### src/rtl/fetch_if.sv
// fetch_if: bundles every fetch-path signal between the fetch sequencer and
// its neighbours (PC register, instruction memory, execute, decode).
//
// Handshake: decode takes an instruction on a rising clk edge where
// instr_valid & instr_ready are both 1. While instr_valid=1 and
// instr_ready=0, instr/instr_pc/instr_valid hold their values.
// instr_valid does not depend on instr_ready.
//
// Modports
//   master : the fetch sequencer
//            drives pc_step, pc_enable, imem_addr, imem_rd, instr, instr_pc, instr_valid
//   slave  : the surrounding datapath
//            drives pc, imem_data, instr_ready, branch_taken, branch_target, halt
interface fetch_if #(
  parameter int ADDR_W  = 15,
  parameter int INSTR_W = 16
);
  logic [ADDR_W-1:0]  pc;
  logic [ADDR_W-1:0]  pc_step;
  logic               pc_enable;
  logic [ADDR_W-1:0]  imem_addr;
  logic               imem_rd;
  logic [INSTR_W-1:0] imem_data;
  logic [INSTR_W-1:0] instr;
  logic [ADDR_W-1:0]  instr_pc;
  logic               instr_valid;
  logic               instr_ready;
  logic               branch_taken;
  logic [ADDR_W-1:0]  branch_target;
  logic               halt;

  modport master (
    input  pc, imem_data, instr_ready, branch_taken, branch_target, halt,
    output pc_step, pc_enable, imem_addr, imem_rd, instr, instr_pc, instr_valid
  );

  modport slave (
    output pc, imem_data, instr_ready, branch_taken, branch_target, halt,
    input  pc_step, pc_enable, imem_addr, imem_rd, instr, instr_pc, instr_valid
  );
endinterface

### src/rtl/fetch_sequencer.sv
// fetch_sequencer: chooses the next PC (sequential +1 or branch target),
// reads instruction memory and hands each fetched word to decode.
//
// Ports
//   clk      : clock, all state updates on posedge
//   reset    : synchronous, active-high
//   bus      : fetch_if.master (PC register, instruction memory, decode, redirect)
//   state_o  : current FSM state (0 FETCH, 1 WAIT, 2 OUT, 3 HALT) for debug
//
// One instruction is handled every three cycles: FETCH issues the read,
// WAIT captures the data and advances the PC, OUT presents it to decode.
// A branch overrides everything else that cycle. While reset is high the
// PC strobe and read strobe are forced low, so the PC register's own reset
// takes effect.
module fetch_sequencer #(
  parameter int ADDR_W  = 15,
  parameter int INSTR_W = 16
) (
  input  logic       clk,
  input  logic       reset,
  fetch_if.master    bus,
  output logic [1:0] state_o
);

  typedef enum logic [1:0] {
    S_FETCH = 2'd0,
    S_WAIT  = 2'd1,
    S_OUT   = 2'd2,
    S_HALT  = 2'd3
  } state_t;

  localparam logic [ADDR_W-1:0] PC_ONE = ADDR_W'(1);

  state_t             state_q, state_d;
  logic [INSTR_W-1:0] instr_q, instr_d;
  logic [ADDR_W-1:0]  instr_pc_q, instr_pc_d;
  logic               valid_q, valid_d;
  logic [ADDR_W-1:0]  pc_inc;

  // Natural wrap: the top address steps to 0.
  assign pc_inc = bus.pc + PC_ONE;

  assign bus.imem_addr   = bus.pc;
  assign bus.instr       = instr_q;
  assign bus.instr_pc    = instr_pc_q;
  assign bus.instr_valid = valid_q;
  assign state_o         = state_q;

  always_ff @(posedge clk) begin
    if (reset) begin
      state_q    <= S_FETCH;
      instr_q    <= '0;
      instr_pc_q <= '0;
      valid_q    <= 1'b0;
    end else begin
      state_q    <= state_d;
      instr_q    <= instr_d;
      instr_pc_q <= instr_pc_d;
      valid_q    <= valid_d;
    end
  end

  always_comb begin
    state_d       = state_q;
    instr_d       = instr_q;
    instr_pc_d    = instr_pc_q;
    valid_d       = valid_q;
    bus.pc_enable = 1'b0;
    bus.pc_step   = pc_inc;
    bus.imem_rd   = 1'b0;

    if (reset) begin
      // Strobes stay low; registers are cleared by the sequential block.
    end else if (bus.branch_taken) begin
      // Redirect wins: load the target, drop any read in flight or any
      // instruction on offer (an OUT handshake this cycle still completes).
      bus.pc_enable = 1'b1;
      bus.pc_step   = bus.branch_target;
      valid_d       = 1'b0;
      state_d       = bus.halt ? S_HALT : S_FETCH;
    end else begin
      case (state_q)
        S_FETCH: begin
          if (bus.halt) begin
            state_d = S_HALT;
          end else begin
            bus.imem_rd = 1'b1;
            state_d     = S_WAIT;
          end
        end
        S_WAIT: begin
          // pc has not moved since FETCH, so it is the fetch address.
          instr_d       = bus.imem_data;
          instr_pc_d    = bus.pc;
          valid_d       = 1'b1;
          bus.pc_enable = 1'b1;
          state_d       = S_OUT;
        end
        S_OUT: begin
          if (valid_q && bus.instr_ready) begin
            valid_d = 1'b0;
            state_d = bus.halt ? S_HALT : S_FETCH;
          end
        end
        S_HALT: begin
          if (!bus.halt) begin
            state_d = S_FETCH;
          end
        end
        default: state_d = S_FETCH;
      endcase
    end
  end

endmodule

### src/flat_wrapper.sv
// flat-port wrapper written by rule: the top's interface ports become plain ports
module fetch_sequencer_flat 
#(
  parameter int ADDR_W  = 15,
  parameter int INSTR_W = 16
)
  (clk, reset, state_o, bus_pc, bus_imem_data, bus_instr_ready, bus_branch_taken, bus_branch_target, bus_halt, bus_pc_step, bus_pc_enable, bus_imem_addr, bus_imem_rd, bus_instr, bus_instr_pc, bus_instr_valid);
  fetch_if #(.ADDR_W(ADDR_W), .INSTR_W(INSTR_W)) bus_i ();
  input  logic clk;
  input  logic reset;
  output logic [1:0] state_o;
  input wire logic [$bits(bus_i.pc)-1:0] bus_pc;
  input wire logic [$bits(bus_i.imem_data)-1:0] bus_imem_data;
  input wire logic [$bits(bus_i.instr_ready)-1:0] bus_instr_ready;
  input wire logic [$bits(bus_i.branch_taken)-1:0] bus_branch_taken;
  input wire logic [$bits(bus_i.branch_target)-1:0] bus_branch_target;
  input wire logic [$bits(bus_i.halt)-1:0] bus_halt;
  output wire logic [$bits(bus_i.pc_step)-1:0] bus_pc_step;
  output wire logic [$bits(bus_i.pc_enable)-1:0] bus_pc_enable;
  output wire logic [$bits(bus_i.imem_addr)-1:0] bus_imem_addr;
  output wire logic [$bits(bus_i.imem_rd)-1:0] bus_imem_rd;
  output wire logic [$bits(bus_i.instr)-1:0] bus_instr;
  output wire logic [$bits(bus_i.instr_pc)-1:0] bus_instr_pc;
  output wire logic [$bits(bus_i.instr_valid)-1:0] bus_instr_valid;
  assign bus_i.pc = bus_pc;
  assign bus_i.imem_data = bus_imem_data;
  assign bus_i.instr_ready = bus_instr_ready;
  assign bus_i.branch_taken = bus_branch_taken;
  assign bus_i.branch_target = bus_branch_target;
  assign bus_i.halt = bus_halt;
  assign bus_pc_step = bus_i.pc_step;
  assign bus_pc_enable = bus_i.pc_enable;
  assign bus_imem_addr = bus_i.imem_addr;
  assign bus_imem_rd = bus_i.imem_rd;
  assign bus_instr = bus_i.instr;
  assign bus_instr_pc = bus_i.instr_pc;
  assign bus_instr_valid = bus_i.instr_valid;
  fetch_sequencer #(.ADDR_W(ADDR_W), .INSTR_W(INSTR_W)) u_core (.clk(clk), .reset(reset), .bus(bus_i), .state_o(state_o));
endmodule
### config.mk
export PLATFORM = sky130hd
export DESIGN_NAME = fetch_sequencer_flat
export DESIGN_NICKNAME = d
export VERILOG_FILES = /design/src/rtl/fetch_if.sv /design/src/rtl/fetch_sequencer.sv /design/src/flat_wrapper.sv
export SDC_FILE = /design/constraint.sdc
export NUM_CORES = 1
export LEC_CHECK = 0
export ABC_AREA = 1
export BUFFER_PORTS_ARGS = -buffer_cell sky130_fd_sc_hd__buf_4
export CAP_MARGIN = 20
export CORE_ASPECT_RATIO = 0.5
export CORE_MARGIN = 10
export CORE_UTILIZATION = 35
export CTS_CLUSTER_SIZE = 25
export DETAILED_ROUTE_END_ITERATION = 8
export MAX_ROUTING_LAYER = met4
export PLACE_DENSITY_LB_ADDON = 0.05
export SYNTH_ARGS = -nofsm -noshare
export SYNTH_HDL_FRONTEND = slang
export SYNTH_SLANG_ARGS = --single-unit
### constraint.sdc
create_clock -name clk -period 2.4 [get_ports clk]
set_input_delay 0.24 -clock clk [delete_from_list [all_inputs] [get_ports clk]]
set_output_delay 0.24 -clock clk [all_outputs]
set_load 0.005 [all_outputs]
==> flow_metrics.env, run 1 <==
export IMPL_status="completed"
export IMPL_hold_viol=0
export IMPL_ys_warn_count=0
export IMPL_power_mw=1.80
export IMPL_clkSinkCount=34
export IMPL_wl_per_cell_microns=14.4
export IMPL_p_per_area_nw_per_um2=612
export IMPL_critPathSlowestCell="dfxtp_1"
export IMPL_switchingPower_mw=0.436
export IMPL_hp_class="input port to register"
export IMPL_start_kind="register"
export IMPL_path_class="register to output pin"
export IMPL_drt_pass1_iterations=4
export IMPL_cts_resized=0
export IMPL_cp_cell_sequence="inv_2, nor2_8, inv_1, o21ai_0, buf_4"
export IMPL_vias_per_cell=4.74
export IMPL_cap_violations=0
export IMPL_cp_max_fo=33
export IMPL_synth_top_area_cell="dfxtp_1"
export IMPL_drt_iter0_markers=94
export IMPL_synth_top_family_by_area="simple AND/OR/NAND/NOR gates"
export IMPL_clk_transition_reported_paths_ns=0.06
export IMPL_n_antenna_cell=0
export IMPL_io_pins=117
export IMPL_avgSynthCellArea_sq_um=6.83
export IMPL_ctsHoldBuffers=0
export IMPL_numCtsBuffers=5
export IMPL_worstPathArrival_ns=1.60
export IMPL_die_h_microns=73.4
export IMPL_p_sw_frac=0.242
export IMPL_synth_area_sq_um=1990
export IMPL_p_clk_frac=0.466
export IMPL_grt_antenna_before_repair=0
export IMPL_root_buffer="clkbuf_16"
export IMPL_ant_nets=0
export IMPL_ys_types=29
export IMPL_grt_pass1_wl_microns=10600
export IMPL_cts_tree="done"
export IMPL_synth_seq_cells=34
export IMPL_syn_inst=292
export IMPL_insertion_delay_ns=0.28
export IMPL_synthArstFlopShare=0
export IMPL_num_nets_final=438
export IMPL_fmax_mhz=545
export IMPL_wl_microns=6640
export IMPL_max_vdd_ir_drop_v=0.000335
export IMPL_die_area_sq_um=9300
export IMPL_area_growth_synth_to_final_pct=47.2
export IMPL_grt_setup_unrepaired="no"
export IMPL_cp_required_ns=2.16
export IMPL_clockBufferDepth=2
export IMPL_synth_compound_area_share=0.127
export IMPL_synth_enable_flop_cells=0
export IMPL_grt_pass1_vias=2139
export IMPL_cell_internal_pwr_mw=1.36
export IMPL_synth_top_area_frac=0.341
export IMPL_grt_ovfl_total=0
export IMPL_fin_setup_tns_ns=0
export IMPL_synth_adder_area_share=0.00627
export IMPL_hpwlAfterDp_microns=5090
export IMPL_p_seq_frac=0.338
export IMPL_crit_buf_inv=3
export IMPL_synth_area_leaders="dfxtp_1, nand2_1, nand3_1"
export IMPL_cp_slowest_stage_delay_ns=0.41
export IMPL_finalWeightedCongestion=0.835
export IMPL_synth_common_cells="nand2_1, nand3_1, dfxtp_1, a21oi_1, buf_4"
export IMPL_h_tree_depth=2
export IMPL_timing_final_crit_share=0.765
export IMPL_grt_max_degree=36
export IMPL_clock_skew_ns=0.00775
export IMPL_start_util=0.363
export IMPL_final_setup_viol_count=0
export IMPL_yosys_most_used_dff="dfxtp_1"
export IMPL_relSlewSlack=0.683
export IMPL_endpoint_kind="output pin"
export IMPL_postCtsSetupRepairBufs=0
export IMPL_comb_power_share=0.196
export IMPL_crit_family="flip-flops"
export IMPL_die_x_microns=127
export IMPL_leakage_nw=1.38
export IMPL_slew_viol_final=0
export IMPL_vias=2179
export IMPL_drc=0
export IMPL_yosys_area_share_simple=0.358
export IMPL_drive_above_1_share=0.372
export IMPL_track_usage=0.140
export IMPL_syn_num_nets=344
export IMPL_row_count=19
export IMPL_io_buffer_count=116
export IMPL_synth_xor_area_share=0.0132
export IMPL_worst_hold_slack_ns=0.240
export IMPL_worstMarginPinSlew_ns=0.475
export IMPL_period_minus_slack_ns=1.84
export IMPL_core_sq_um=5490
export IMPL_ys_seq_area_frac=0.341
export IMPL_synthMostInstantiatedCell="nand2_1"
export IMPL_synthMuxAreaShare=0
cells in the final DEF (no fill, tap or decap):
cell,instances
o21ai_1,5
nor3_1,1
nand2_2,2
a21oi_1,33
nor2_1,10
nor2_4,3
nand4_1,4
o21ai_0,8
xnor2_1,2
inv_1,18
nand2_1,76
clkinv_4,1
ha_1,1
xor2_1,1
nand3_2,1
nand3b_1,1
nor2_8,1
a31oi_1,1
nand2_4,1
o21ai_2,1
clkbuf_16,5
or2_2,4
nand3_1,48
dfxtp_1,34
a21oi_2,1
bufinv_16,2
buf_4,117
inv_2,5
worst register-to-register path: stages (launching register included):
cell,delay (ns)
dfxtp_1,0.41
inv_2,0.10
nor2_8,0.39
nand2_4,0.34
nand2_1,0.15
a21oi_1,0.07
path summary, 6_finish.rpt:
kind | from | endpoint | slack (ns) | depth (start not counted)
setup / recovery | u_core.state_o[0]$_SDFFE_PP0P_ | bus_pc_enable | 0.56 | 5
hold / removal | bus_imem_data[11] | u_core.bus.instr[11]$_SDFFE_PP0P_ | 0.24 | 3
setup reg to reg | u_core.state_o[0]$_SDFFE_PP0P_ | u_core.bus.instr[8]$_SDFFE_PP0P_ | 0.81 | 5
hold reg to reg | u_core.bus.instr_pc[14]$_SDFFE_PP0P_ | u_core.bus.instr_pc[14]$_SDFFE_PP0P_ | 0.46 | 2
routing by layer:
metal,vias up,global-route usage,share of wire,wire (microns)
met5,-,-,0,0
met3,2,0.0531,0.078,517
li1,1127,-,-,-
met1,985,0.162,0.45,2950
met4,0,0.0188,0.0029,19
met2,65,0.235,0.47,3150
cell families (layout without fill, tap and decap cells):
group / count (synthesis) / in the layout
buffers and inverters: 53 / 148
AND/OR/NAND/NOR: 152 / 152
AO/OA/AOI/OAI: 49 / 49
flip-flops: 34 / 34
XOR/XNOR: 3 / 3
adder cells (fa/ha/maj): 1 / 1
power by group through the flow:
| stage | sequential (mW) | clock, mW | combinational, mW |
|---|---|---|---|
| detailed placement | 0.620 | 0 | 0.358 |
| floorplan | 0.620 | 0 | 0.178 |
| CTS | 0.608 | 0.846 | 0.359 |
| global route | 0.610 | 0.887 | 0.393 |
| finish | 0.608 | 0.837 | 0.351 |
| global placement | 0.619 | 0 | 0.354 |
flip-flops by register name, indices dropped and copies added (netlist names):
register	flops
u_core.bus.instr	16
u_core.bus.instr_pc	15
u_core.bus.instr_valid	1
u_core.state_o	2
area by class of cell:
type / count / area [sq um]
Fill cell: 543 / 2550
Multi-Input combinational cell: 205 / 1010
Timing Repair Buffer: 117 / 878
Sequential cell: 34 / 681
Clock buffer: 5 / 125
Tap cell: 73 / 91.3
Inverter: 23 / 86.3
Clock inverter: 3 / 68.8
per-stage QoR:
stage	cell area [sq um]	std cells	util	worst slack, ns
final	2940	460	0.535	0.564
after global routing	2940	460	0.535	0.405
after CTS	2940	460	0.535	0.537
after detailed placement	2740	452	0.499	0.703
after global placement	2740	452	0.499	0.740
after floorplan	1990	292	-	1.24
(Power assumes the default switching activity.)
==> run 2, diff against run 1 <==
==> constraint.sdc (replaced) <==
create_clock -name clk -period 1.88 [get_ports clk]
set_input_delay 0.188 -clock clk [delete_from_list [all_inputs] [get_ports clk]]
set_output_delay 0.188 -clock clk [all_outputs]
set_load 0.005 [all_outputs]
==> flow_metrics.env, run 2 (synthesized netlist as in run 1, its figures left out) <==
export IMPL_final_common_cell="buf_4"
export IMPL_vias=2197
export IMPL_row_count=19
export IMPL_cp_slowest_stage_delay_ns=0.40
export IMPL_wl_met1_microns=2950
export IMPL_wl_per_cell_microns=14.2
export IMPL_slew_viol_final=0
export IMPL_routed_top_layer="met4"
export IMPL_drt_pass1_iterations=4
export IMPL_max_vdd_ir_drop_v=0.000366
export IMPL_clockBufferDepth=2
export IMPL_core_sq_um=5490
export IMPL_postCtsSetupRepairBufs=0
export IMPL_final_setup_viol_count=0
export IMPL_io_pins=117
export IMPL_io_buffer_count=116
export IMPL_clk_transition_reported_paths_ns=0.06
export IMPL_clkSinkCount=34
export IMPL_final_cell_mix="buf_4, nand2_1, nand3_1"
export IMPL_worstPathArrival_ns=1.43
export IMPL_status="completed"
export IMPL_start_kind="register"
export IMPL_grt_ovfl_total=0
export IMPL_grt_antenna_before_repair=0
export IMPL_die_x_microns=127
export IMPL_hp_class="input port to register"
export IMPL_die_area_sq_um=9300
export IMPL_fill_cells=557
export IMPL_track_usage=0.141
export IMPL_largest_register_ffs=16
export IMPL_hold_viol=0
export IMPL_ant_nets=0
export IMPL_start_util=0.363
export IMPL_die_h_microns=73.4
export IMPL_cp_required_ns=1.69
export IMPL_timing_final_crit_share=0.862
export IMPL_finalWeightedCongestion=0.834
export IMPL_cp_cell_sequence="inv_2, nor2_8, inv_1, o21ai_0, buf_4"
export IMPL_p_clk_frac=0.399
export IMPL_grt_max_degree=35
export IMPL_crit_family="flip-flops"
export IMPL_crit_buf_inv=3
export IMPL_period_minus_slack_ns=1.62
export IMPL_hpwlAfterDp_microns=5110
export IMPL_area_growth_synth_to_final_pct=45.9
export IMPL_grt_setup_unrepaired="no"
export IMPL_insertion_delay_ns=0.27
export IMPL_dr_wl_met3_microns=582
export IMPL_cp_max_fo=20
export IMPL_cts_resized=0
export IMPL_drc=0
export IMPL_cell_internal_pwr_mw=1.50
export IMPL_num_nets_final=440
export IMPL_n_antenna_cell=0
export IMPL_numCtsBuffers=5
export IMPL_critPathSlowestCell="dfxtp_1"
export IMPL_grt_pass1_vias=2172
export IMPL_endpoint_kind="output pin"
export IMPL_switchingPower_mw=0.541
export IMPL_wl_microns=6560
export IMPL_fmax_mhz=617
export IMPL_relSlewSlack=0.719
export IMPL_cap_violations=0
export IMPL_p_sw_frac=0.265
export IMPL_path_class="register to output pin"
export IMPL_fin_setup_tns_ns=0
export IMPL_worst_hold_slack_ns=0.191
export IMPL_route_met2_wl_microns=2980
export IMPL_drt_iter0_markers=109
export IMPL_clock_skew_ns=0.00879
export IMPL_drive_above_1_share=0.375
export IMPL_leakage_nw=1.37
export IMPL_grt_pass1_wl_microns=10700
export IMPL_p_seq_frac=0.379
export IMPL_ctsHoldBuffers=0
export IMPL_p_per_area_nw_per_um2=703
export IMPL_root_buffer="clkbuf_16"
export IMPL_power_mw=2.04
export IMPL_worstMarginPinSlew_ns=0.420
export IMPL_vias_per_cell=4.76
export IMPL_comb_power_share=0.222
export IMPL_cts_tree="done"
export IMPL_h_tree_depth=2
[run 2: layer usage]
metal  vias up  global-route usage
met5         -                   -
met4         0              0.0314
met3         6              0.0553
met2        81               0.224
met1       981               0.166
li1       1129                   -
[run 2: path summary, 6_finish.rpt]
kind | cells past startpoint | slack (ns) | start | endpoint
min | 3 | 0.19 | bus_imem_data[10] | u_core.bus.instr[10]$_SDFFE_PP0P_
min reg2reg | 2 | 0.46 | u_core.bus.instr_pc[5]$_SDFFE_PP0P_ | u_core.bus.instr_pc[5]$_SDFFE_PP0P_
max | 5 | 0.26 | u_core.state_o[0]$_SDFFE_PP0P_ | bus_pc_enable
max reg2reg | 5 | 0.49 | u_core.state_o[0]$_SDFFE_PP0P_ | u_core.bus.instr_pc[14]$_SDFFE_PP0P_
[run 2: worst reg2reg max path: stages (launching register included)]
cell     delay (ns)
dfxtp_1        0.40
inv_2          0.10
nor2_8         0.26
nand2_4        0.28
nand2_1        0.14
a21oi_1        0.06
[run 2: power groups by stage]
stage          Combinational (mW)  Clock, mW  Sequential (mW)
2_1_floorplan               0.227          0            0.792
3_3_place_gp                0.457          0            0.789
3_5_place_dp                0.460          0            0.790
4_1_cts                     0.461      0.837            0.775
5_1_grt                     0.508      0.874            0.779
6_report                    0.453      0.816            0.775
[run 2: through the flow]
step           worst slack, ns  std cells  instance area (sq um)  utilization
6_report                 0.259        462                   2910        0.530
5_1_grt                 0.0906        462                   2910        0.530
4_1_cts                  0.245        462                   2910        0.530
3_5_place_dp             0.446        454                   2760        0.502
3_3_place_gp             0.478        454                   2760        0.502
2_1_floorplan            0.818        292                   1990            -
[run 2: final cells by class]
| class | count | area, sq um | share of cell area |
|---|---|---|---|
| well taps | 73 | 91.3 | 0.0314 |
| repair buffers | 119 | 893 | 0.307 |
| clock inverters | 2 | 12.5 | 0.00430 |
| multi-input cells | 205 | 1010 | 0.346 |
| inverters | 23 | 86.3 | 0.0297 |
| clock buffers | 6 | 139 | 0.0477 |
| flip-flops and latches | 34 | 681 | 0.234 |
==> run 3, diff against run 2 <==
--- a/config.mk
+++ b/config.mk
@@ -6,7 +6,7 @@
 export NUM_CORES = 1
 export LEC_CHECK = 0
 export ABC_AREA = 1
-export BUFFER_PORTS_ARGS = -buffer_cell sky130_fd_sc_hd__buf_4
+export BUFFER_PORTS_ARGS = -buffer_cell sky130_fd_sc_hd__buf_2
 export CAP_MARGIN = 20
 export CORE_ASPECT_RATIO = 0.5
 export CORE_MARGIN = 10
==> flow_metrics.env, run 3 (synthesized netlist as in run 1, its figures left out) <==
export IMPL_grt_pass1_wl_microns=10500
export IMPL_hp_class="input port to register"
export IMPL_p_sw_frac=0.246
export IMPL_p_clk_frac=0.480
export IMPL_place_inst=454
export IMPL_finalNonFillerCells=462
export IMPL_cp_required_ns=1.69
export IMPL_die_x_microns=127
export IMPL_hpwlAfterDp_microns=4990
export IMPL_worstMarginPinSlew_ns=0.428
export IMPL_dpl_cell_area_sq_um=2470
export IMPL_ctsHoldBuffers=0
export IMPL_numCtsBuffers=5
export IMPL_drt_pass1_iterations=5
export IMPL_cts_tree="done"
export IMPL_start_util=0.363
export IMPL_fin_area_sq_um=2660
export IMPL_io_pins=117
export IMPL_fin_setup_tns_ns=0
export IMPL_clk_transition_reported_paths_ns=0.06
export IMPL_status="completed"
export IMPL_io_buffer_count=116
export IMPL_vias_per_cell=4.74
export IMPL_die_area_sq_um=9300
export IMPL_path_class="register to output pin"
export IMPL_wl_microns=6470
export IMPL_final_setup_viol_count=0
export IMPL_drc=0
export IMPL_period_minus_slack_ns=1.53
export IMPL_area_growth_synth_to_final_pct=33.4
export IMPL_die_h_microns=73.4
export IMPL_slew_viol_final=0
export IMPL_relSlewSlack=0.714
export IMPL_start_kind="register"
export IMPL_num_nets_final=440
export IMPL_clockBufferDepth=2
export IMPL_switchingPower_mw=0.546
export IMPL_n_antenna_cell=0
export IMPL_final_core_util=0.485
export IMPL_insertion_delay_ns=0.27
export IMPL_endpoint_kind="output pin"
export IMPL_largest_register_ffs=16
export IMPL_grt_pass1_vias=2226
export IMPL_hold_viol=0
export IMPL_ant_nets=0
export IMPL_vias=2192
export IMPL_final_common_cell="buf_2"
export IMPL_grt_setup_unrepaired="no"
export IMPL_fin_ws_ns=0.351
export IMPL_reg2reg_from="u_core.state_o[0]$_SDFFE_PP0P_"
export IMPL_cap_violations=0
export IMPL_drive_above_1_share=0.375
export IMPL_worstSetupStartpoint="u_core.state_o[0]$_SDFFE_PP0P_"
export IMPL_cell_internal_pwr_mw=1.67
export IMPL_cts_resized=0
export IMPL_root_buffer="clkbuf_16"
export IMPL_leakage_nw=1.32
export IMPL_pre_cts_slack_ns=0.436
export IMPL_finalWeightedCongestion=0.790
export IMPL_postCtsSetupRepairBufs=0
export IMPL_clock_skew_ns=0.00312
export IMPL_grt_antenna_before_repair=0
export IMPL_clkSinkCount=34
export IMPL_p_per_area_nw_per_um2=833
export IMPL_grt_ovfl_total=0
export IMPL_cp_max_fo=15
export IMPL_drt_iter0_markers=97
export IMPL_worstPathArrival_ns=1.34
export IMPL_grt_max_degree=35
export IMPL_core_sq_um=5490
export IMPL_hold_path_startpoint="bus_imem_data[14]"
export IMPL_worst_hold_slack_ns=0.185
export IMPL_wl_per_cell_microns=14.0
export IMPL_h_tree_depth=2
export IMPL_final_cell_mix="buf_2, nand2_1, nand3_1"
export IMPL_fmax_mhz=654
export IMPL_p_seq_frac=0.349
export IMPL_timing_final_crit_share=0.813
export IMPL_comb_power_share=0.171
export IMPL_power_mw=2.22
export IMPL_max_vdd_ir_drop_v=0.000531
export IMPL_track_usage=0.139
export IMPL_row_count=19
## run 3: cell count changes in the layout (fill, tap and decap cells not counted), sizes merged
cell      before  now
clkbuf         6    5
bufinv         0    2
clkinvlp       1    0
## run 3: cell type report
| class | instances | area (sq um) |
|---|---|---|
| clock buffers | 5 | 125 |
| fillers | 598 | 2830 |
| clock inverters | 3 | 68.8 |
| inverters | 23 | 86.3 |
| repair buffers | 119 | 603 |
| multi-input cells | 205 | 1010 |
| flip-flops and latches | 34 | 681 |
| well taps | 73 | 91.3 |
## run 3: worst max-delay path, stage by stage (launching register included)
cell,delay [ns]
dfxtp_1,0.40
inv_2,0.10
nor2_8,0.22
inv_1,0.09
o21ai_0,0.13
buf_2,0.13
## run 3: worst paths after layout
check,end,cells past startpoint,slack [ns]
hold / removal,u_core.bus.instr[14]$_SDFFE_PP0P_,3,0.18
setup / recovery,bus_pc_enable,5,0.35
setup reg to reg,u_core.bus.instr[13]$_SDFFE_PP0P_,5,0.54
hold reg to reg,u_core.bus.instr_pc[14]$_SDFFE_PP0P_,2,0.46
## run 3: routing by layer
layer	track usage	routed length, microns
met1	0.153	2790
met2	0.237	3020
met3	0.0538	652
met4	0.0251	14
met5	-	0
## run 3: power by group through the flow
stage	Combinational (mW)	Sequential [mW]	Clock, mW
floorplan	0.227	0.792	0
global placement	0.384	0.788	0
detailed placement	0.387	0.789	0
CTS	0.388	0.774	1.10
global route	0.432	0.777	1.14
finish	0.379	0.773	1.06
